`src/rtl/game_state.sv`:
```
// rtl/game_state.sv - up/down counter game with win/lose score tallies and sticky game-over
// Optional GAME_SCORE_PORTS_EN exposes the win_score/los_score registers as outputs.
module game_state #(
    parameter int COUNTER_SIZE = 4,
    parameter int SCORE_SIZE   = 4
) (
    input  logic                    clk,
    input  logic                    reset,
    input  logic [1:0]              control,
    input  logic [COUNTER_SIZE-1:0] i_value,
    input  logic                    INIT,
    output logic [1:0]              who,
    output logic                    los,
    output logic                    win,
    output logic                    gameover
`ifdef GAME_SCORE_PORTS_EN
    ,
    output logic [SCORE_SIZE-1:0]   win_score,
    output logic [SCORE_SIZE-1:0]   los_score
`endif
);

    localparam logic [COUNTER_SIZE-1:0] COUNT_FULL = {COUNTER_SIZE{1'b1}};
    localparam logic [SCORE_SIZE-1:0]   SCORE_FULL = {SCORE_SIZE{1'b1}};

    logic [COUNTER_SIZE-1:0] count;
`ifndef GAME_SCORE_PORTS_EN
    logic [SCORE_SIZE-1:0]   win_score;
    logic [SCORE_SIZE-1:0]   los_score;
`endif

    // Events are suppressed while loading or once the game has ended.
    assign win = (count == COUNT_FULL) & ~gameover & ~INIT;
    assign los = (count == '0) & ~gameover & ~INIT;

    always_ff @(posedge clk) begin
        if (!reset) begin
            count     <= '0;
            win_score <= '0;
            los_score <= '0;
            gameover  <= 1'b0;
            who       <= 2'b00;
        end else if (!gameover) begin
            if (INIT) begin
                count <= i_value;
            end else begin
                case (control)
                    2'b00:   count <= count + COUNTER_SIZE'(1);
                    2'b01:   count <= count - COUNTER_SIZE'(1);
                    2'b10:   count <= count + COUNTER_SIZE'(2);
                    default: count <= count - COUNTER_SIZE'(2);
                endcase
            end
            if (win) begin
                win_score <= win_score + SCORE_SIZE'(1);
                if ((win_score + SCORE_SIZE'(1)) == SCORE_FULL) begin
                    gameover <= 1'b1;
                    who      <= 2'b10;
                end
            end
            if (los) begin
                los_score <= los_score + SCORE_SIZE'(1);
                if ((los_score + SCORE_SIZE'(1)) == SCORE_FULL) begin
                    gameover <= 1'b1;
                    who      <= 2'b01;
                end
            end
        end
    end

endmodule

```
`config.mk`:
```
export PLATFORM = sky130hd
export DESIGN_NAME = game_state
export DESIGN_NICKNAME = d
export VERILOG_FILES = /design/src/rtl/game_state.sv
export SDC_FILE = /design/constraint.sdc
export NUM_CORES = 1
export LEC_CHECK = 0
export ABC_AREA = 1
export ABC_CLOCK_PERIOD_IN_PS = 1300
export CORE_MARGIN = 5
export CORE_UTILIZATION = 43
export DETAILED_ROUTE_END_ITERATION = 6
export MAX_ROUTING_LAYER = met4
export PLACE_DENSITY = 0.68
export SLEW_MARGIN = 10
export SYNTH_ARGS = -nofsm -noshare
export SYNTH_HDL_FRONTEND = slang
export SYNTH_SLANG_ARGS = --single-unit
```
`constraint.sdc`:
```
create_clock -name clk -period 1.3 [get_ports clk]
set_input_delay 0.195 -clock clk [delete_from_list [all_inputs] [get_ports clk]]
set_output_delay 0.195 -clock clk [all_outputs]
set_load 0.005 [all_outputs]
```
* Word level (Yosys, flattened, before mapping)
Index checks and enable logic that the tools add are counted.
** Cells by class
- Add/sub/neg operators :: 6
- $mul :: 0
- Divide/modulo/power cells :: 0
- $lt $le $gt $ge :: 0
- Equality and inequality tests :: 5
- Shifts and indexed selects :: 0
- Multiplexer cells :: 11
- Bitwise operators :: 6
- Reduce and logical (&&, ||, !) cells :: 4
** Operator list (number)
- adder 4 x 1 -> 4 bit, second input constant :: 3
- == test 4 bit, second input constant :: 3
- case mux 4 bit (3 select lines) :: 1
- 2-to-1 mux 2 bit :: 4
- 2-to-1 mux 1 bit :: 5
- adder 4 x 2 -> 4 bit, second input constant :: 1
- AND 1 bit :: 4
- logical NOT 4 bit :: 1
- 2-to-1 mux 4 bit :: 1
- AND reduction 2 bit :: 2
- subtractor 4 x 1 -> 4 bit, second input constant :: 1
- subtractor 4 x 2 -> 4 bit, second input constant :: 1
- == test 2 x 1 -> 1 bit, second input constant :: 1
- == test 2 bit, second input constant :: 1
- logical NOT 2 bit :: 1
- inverter 1 bit :: 2
** Word-level totals
- Register bits after elaboration :: 15
- Latch bits :: 0
- RAM bits :: 0
- Bits in read-only memories :: 0
- Bits of input ports :: 9
- Output and inout port bits :: 5
- Logic and storage cells :: 37
- Memories kept :: 0

* Longest topological paths before layout
- Word-level depth :: 7
- Gate-level depth with buffers :: 11

* Least setup slack after synthesis
OpenSTA, ideal clock, no wires.
- Path kind :: register -> register
- Start :: register count[1]
- End :: register count[3]
- Data arrival time :: 1232 ps
- Data required time :: 1178 ps
- Setup slack :: -54 ps
- Stages on the path, launching flop included :: 6
- Path buffers :: 0
- Period minus slack after synthesis :: 1354 ps
- Cells stage by stage :: dfxtp_1 fa_1 xnor2_1 xnor2_1 a21oi_1 a21oi_2
** Between the ends
- Longest elaborated chain between the ends :: 3
- Elaborated cells on any way between the ends :: 6
- Classes of those cells :: 4 x add/sub; 2 x mux
** RTL lines
- from (decl) :: line 26 : logic [COUNTER_SIZE-1:0] count;
- from (signal assigned) :: line 45 : count <= i_value;
- from (signal assigned) :: line 48 : 2'b00: count <= count + COUNTER_SIZE'(1);
- from (signal assigned) :: line 49 : 2'b01: count <= count - COUNTER_SIZE'(1);
- subtractor 4 x 2 -> 4 bit, or another cell as far along :: line 51 : default: count <= count - COUNTER_SIZE'(2);
- case mux 4 bit (3 select lines) * :: line 47 : case (control)
- 2-to-1 mux 4 bit * :: line 44 : if (INIT) begin
Mark *: on every way between the ends. The rest lies on a longest branch, timed or not.
A chain may end at the register's enable or synchronous reset.

* Worst setup path in the final report
- Start :: register count[2]
- End :: register count[3]
The elaborated chain is that of the path after synthesis.

==> qor.yml <==
timing:
  clock.fmax_mhz: 700.3
  fin_ws_ps: -128.0
  period_minus_slack_ps: 1428
  worstMarginPinSlew_ps: 259.4
  setup_viol: 6
  timing.slew.headroom_pct: 82.65
  period_share_pct: 109.8
  hold_viol_final: 0
  rsz0062_at_grt: "yes"
  drv_slew: 0
  clock_skew_ps: 5.754
worst_setup_path:
  slowest_stage: "fa_2"
  r2r_start: "count[2]"
  path_cells: "buf_6, fa_2, xnor2_2, xnor2_1, a21oi_1, a21oi_2"
  cp_data_arrival_time_ps: 1600
  cp_num_cells: 6
  r2r_setup_slack_ps: -130
  cp-end-kind: "flip-flop"
  crit_path_max_fanout: 3
  critPathTopFamily: "adder cells"
  max_stage_delay_ps: 370
  crit_buf_inv: 1
  timing.critical_path.from: "count[2]"
  r2r-end: "count[3]"
  critical_path.startpoint_type: "flip-flop"
  cp-endpoint: "count[3]"
  crit_type: "reg -> reg"
  cp.required_ps: 1480
  worst-r2r-cell-count: 6
global_routing:
  overflow: 0
  grt_max_degree: 10
  grt_pass1_vias: 1064
  grt.total_usage_pct: 17.49
  antenna_found_initial: 0
  grt_pass1_wl_um: 4319
clocking:
  cts_tree: "done"
  htree_levels: 1
  root_buffer: "clkbuf_4"
  clk_pin_slew_ps: 100
  clock_latency_ps: 280
  cts_sinks: 15
  cts-buffers-inserted: 3
  cts_buffer_depth: 2
die:
  core-area_um2: 2002
  die_h_um: 56.25
  rows: 16
  initial_core_util_pct: 45.94
  die_w_um: 56.25
  dieArea_um2: 3164
  pin_count: 14
synth:
  yosysTopAreaCell: "dfxtp_1"
  ys_warn_count: 0
  synth.most_common_cell: "nand2_1"
  netlist.area_leader.share_pct: 32.65
  synth_cells: 128
  syn_area_um2: 919.6
  synth.top_cells.by_area: "dfxtp_1 (33%), nand2_1 (8.6%), inv_1 (7.3%)"
  synth_seq_area_share_pct: 32.65
  ys_top_cells_by_count: "nand2_1 (21), inv_1 (18), dfxtp_1 (15), nor2_1 (13), a21oi_1 (11)"
  yosys.area_share.simple_pct: 26.26
  synthFlopType: "dfxtp_1"
  synth_compound_area_share_pct: 17.28
  synthArstFlopShare_pct: 0
  synth_xor_area_share_pct: 5.714
  synth_cell_types: 25
  synth_edf_count: 0
  synthAdderAreaFrac_pct: 8.980
  synth_top_family_by_area: "simple AND/OR/NAND/NOR gates"
  synthMuxAreaShare_pct: 0
  synthesis.nets: 143
  avgSynthCellArea_um2: 7.185
  synth-seq-cells: 15
layout:
  ff_latch_area_um2: 314.1
  finalNonFillerCells: 202
  fillers: 131
  area.growth.synth_to_final_pct: 63.81
  multi_input_area_um2: 663.1
  final_layout_size_suffix_gt1_share_pct: 44.57
  fin_area_um2: 1506
  final_nets: 191
  n_antenna_cell: 0
  final_util_pct: 75.25
drt:
  avgViaCountPerCell: 5.119
  totalWireLength_um: 2653
  drtIter0Drc: 19
  num_vias: 1034
  routedWlPerCell_um: 13.13
  dr.pass1.iters: 4
  drt.antenna.violating_nets: 0
  post-route-drc-count: 0
place:
  placed_area_um2: 1287
  io_buffers: 13
  gp_congestion: 0.8171
  dp_hpwl_um: 1760
  dp.cells: 192
hold_path:
  hp-class: "in -> reg"
  min_from: "INIT"
pwr:
  power.density_nw_per_um2: 751.8
  leakage_nw: 0.7418
  peakVddDrop_v: 0.0004147
run_status:
  violations: "setup timing"
  status: "complete, but fails checks"
run:
  drv_cap: 0
flip-flops by register name, summed over array words and instances, names as in the netlist:
name	cells
who	2
gameover	1
los_score	4
win_score	4
count	4
layout make-up:
| cell class | count | area share (%) |
|---|---|---|
| timing repair buffer | 44 | 25.50 |
| clock inverter | 1 | 0.3322 |
| multi-input combinational | 91 | 44.02 |
| clock buffer | 3 | 1.495 |
| tap | 27 | 2.243 |
| sequential | 15 | 20.85 |
| inverter | 21 | 5.565 |
per-stage QoR:
| step | TNS, ps | power (mW) | hold WS [ps] | setup WS [ps] |
|---|---|---|---|---|
| finish | -285.0 | 1.133 | 439.1 | -128.0 |
| global route | -724.5 | 1.194 | 466.5 | -186.9 |
| CTS | -257.6 | 1.097 | 462.6 | -141.8 |
| detailed placement | -3358 | 0.7853 | 455.8 | -606.9 |
| global placement | -3043 | 0.7779 | 448.9 | -550.5 |
| floorplan | -31.95 | 0.6455 | 333.3 | -31.95 |
worst min-delay path: cells and delay by family:
family	cells	cell delay, ps
buffers and inverters	2	300
AOI/OAI and AO/OA	2	190
power breakdown:
group / total, mW / switching, mW / internal [mW]
registers: 0.501 / 0.0213 / 0.480
clock network: 0.267 / 0.153 / 0.114
logic: 0.365 / 0.177 / 0.188
total: 1.13 / 0.351 / 0.782
cell families (layout without fill, tap and decap cells):
kind of cell | count (synthesis) | in the layout
AO/OA/AOI/OAI | 28 | 28
buffers and inverters | 22 | 69
XOR/XNOR | 6 | 6
flip-flops | 15 | 15
adder cells (fa/ha/maj) | 6 | 6
AND/OR/NAND/NOR | 51 | 51
worst min-delay path by stage:
stage | endpoint | slack (ps) | cells after the start
floorplan | count[2] | 330 | 2
detailed placement | who[0] | 460 | 2
global placement | who[0] | 450 | 2
finish | count[0] | 440 | 4
CTS | who[0] | 460 | 2
global route | los_score[1] | 470 | 5
layer usage:
layer,track usage [%],part of all wire (%),wire length (um),up-vias
li1,-,-,-,514
met1,20.95,40,1074,480
met2,29.72,53,1413,36
met3,3.016,5.3,140,4
met4,5.424,0.94,25,0
met5,-,0,0,-
placed cells by master (no fill, tap or decap), types with 2 or more instances in the layout:
master	synthesis	layout
xor2_1	3	3
inv_2	3	7
o21ai_0	10	9
nand3_2	1	2
a31oi_1	2	2
dfxtp_1	15	6
ha_1	5	3
a21oi_1	11	10
nor2_2	2	2
a21oi_2	1	2
buf_6	0	8
clkbuf_4	0	3
nor2_4	0	4
dlygate4sd2_1	0	5
dfxtp_2	0	8
clkdlybuf4s50_1	0	5
ha_4	0	2
nor2_1	13	9
xnor2_1	3	2
nand4_1	2	2
nand2_2	0	4
inv_1	18	12
nand2_1	21	16
nand3_1	9	7
inv_4	0	2
buf_4	0	25
repair_timing:
item,4_1_cts,5_1_grt
resized for setup,42,23
pin swaps,14,11
setup buffers,8,2
hold buffers,0,0
setup endpoints to repair,10,14
Note: power is estimated with default switching activity, not from simulation.
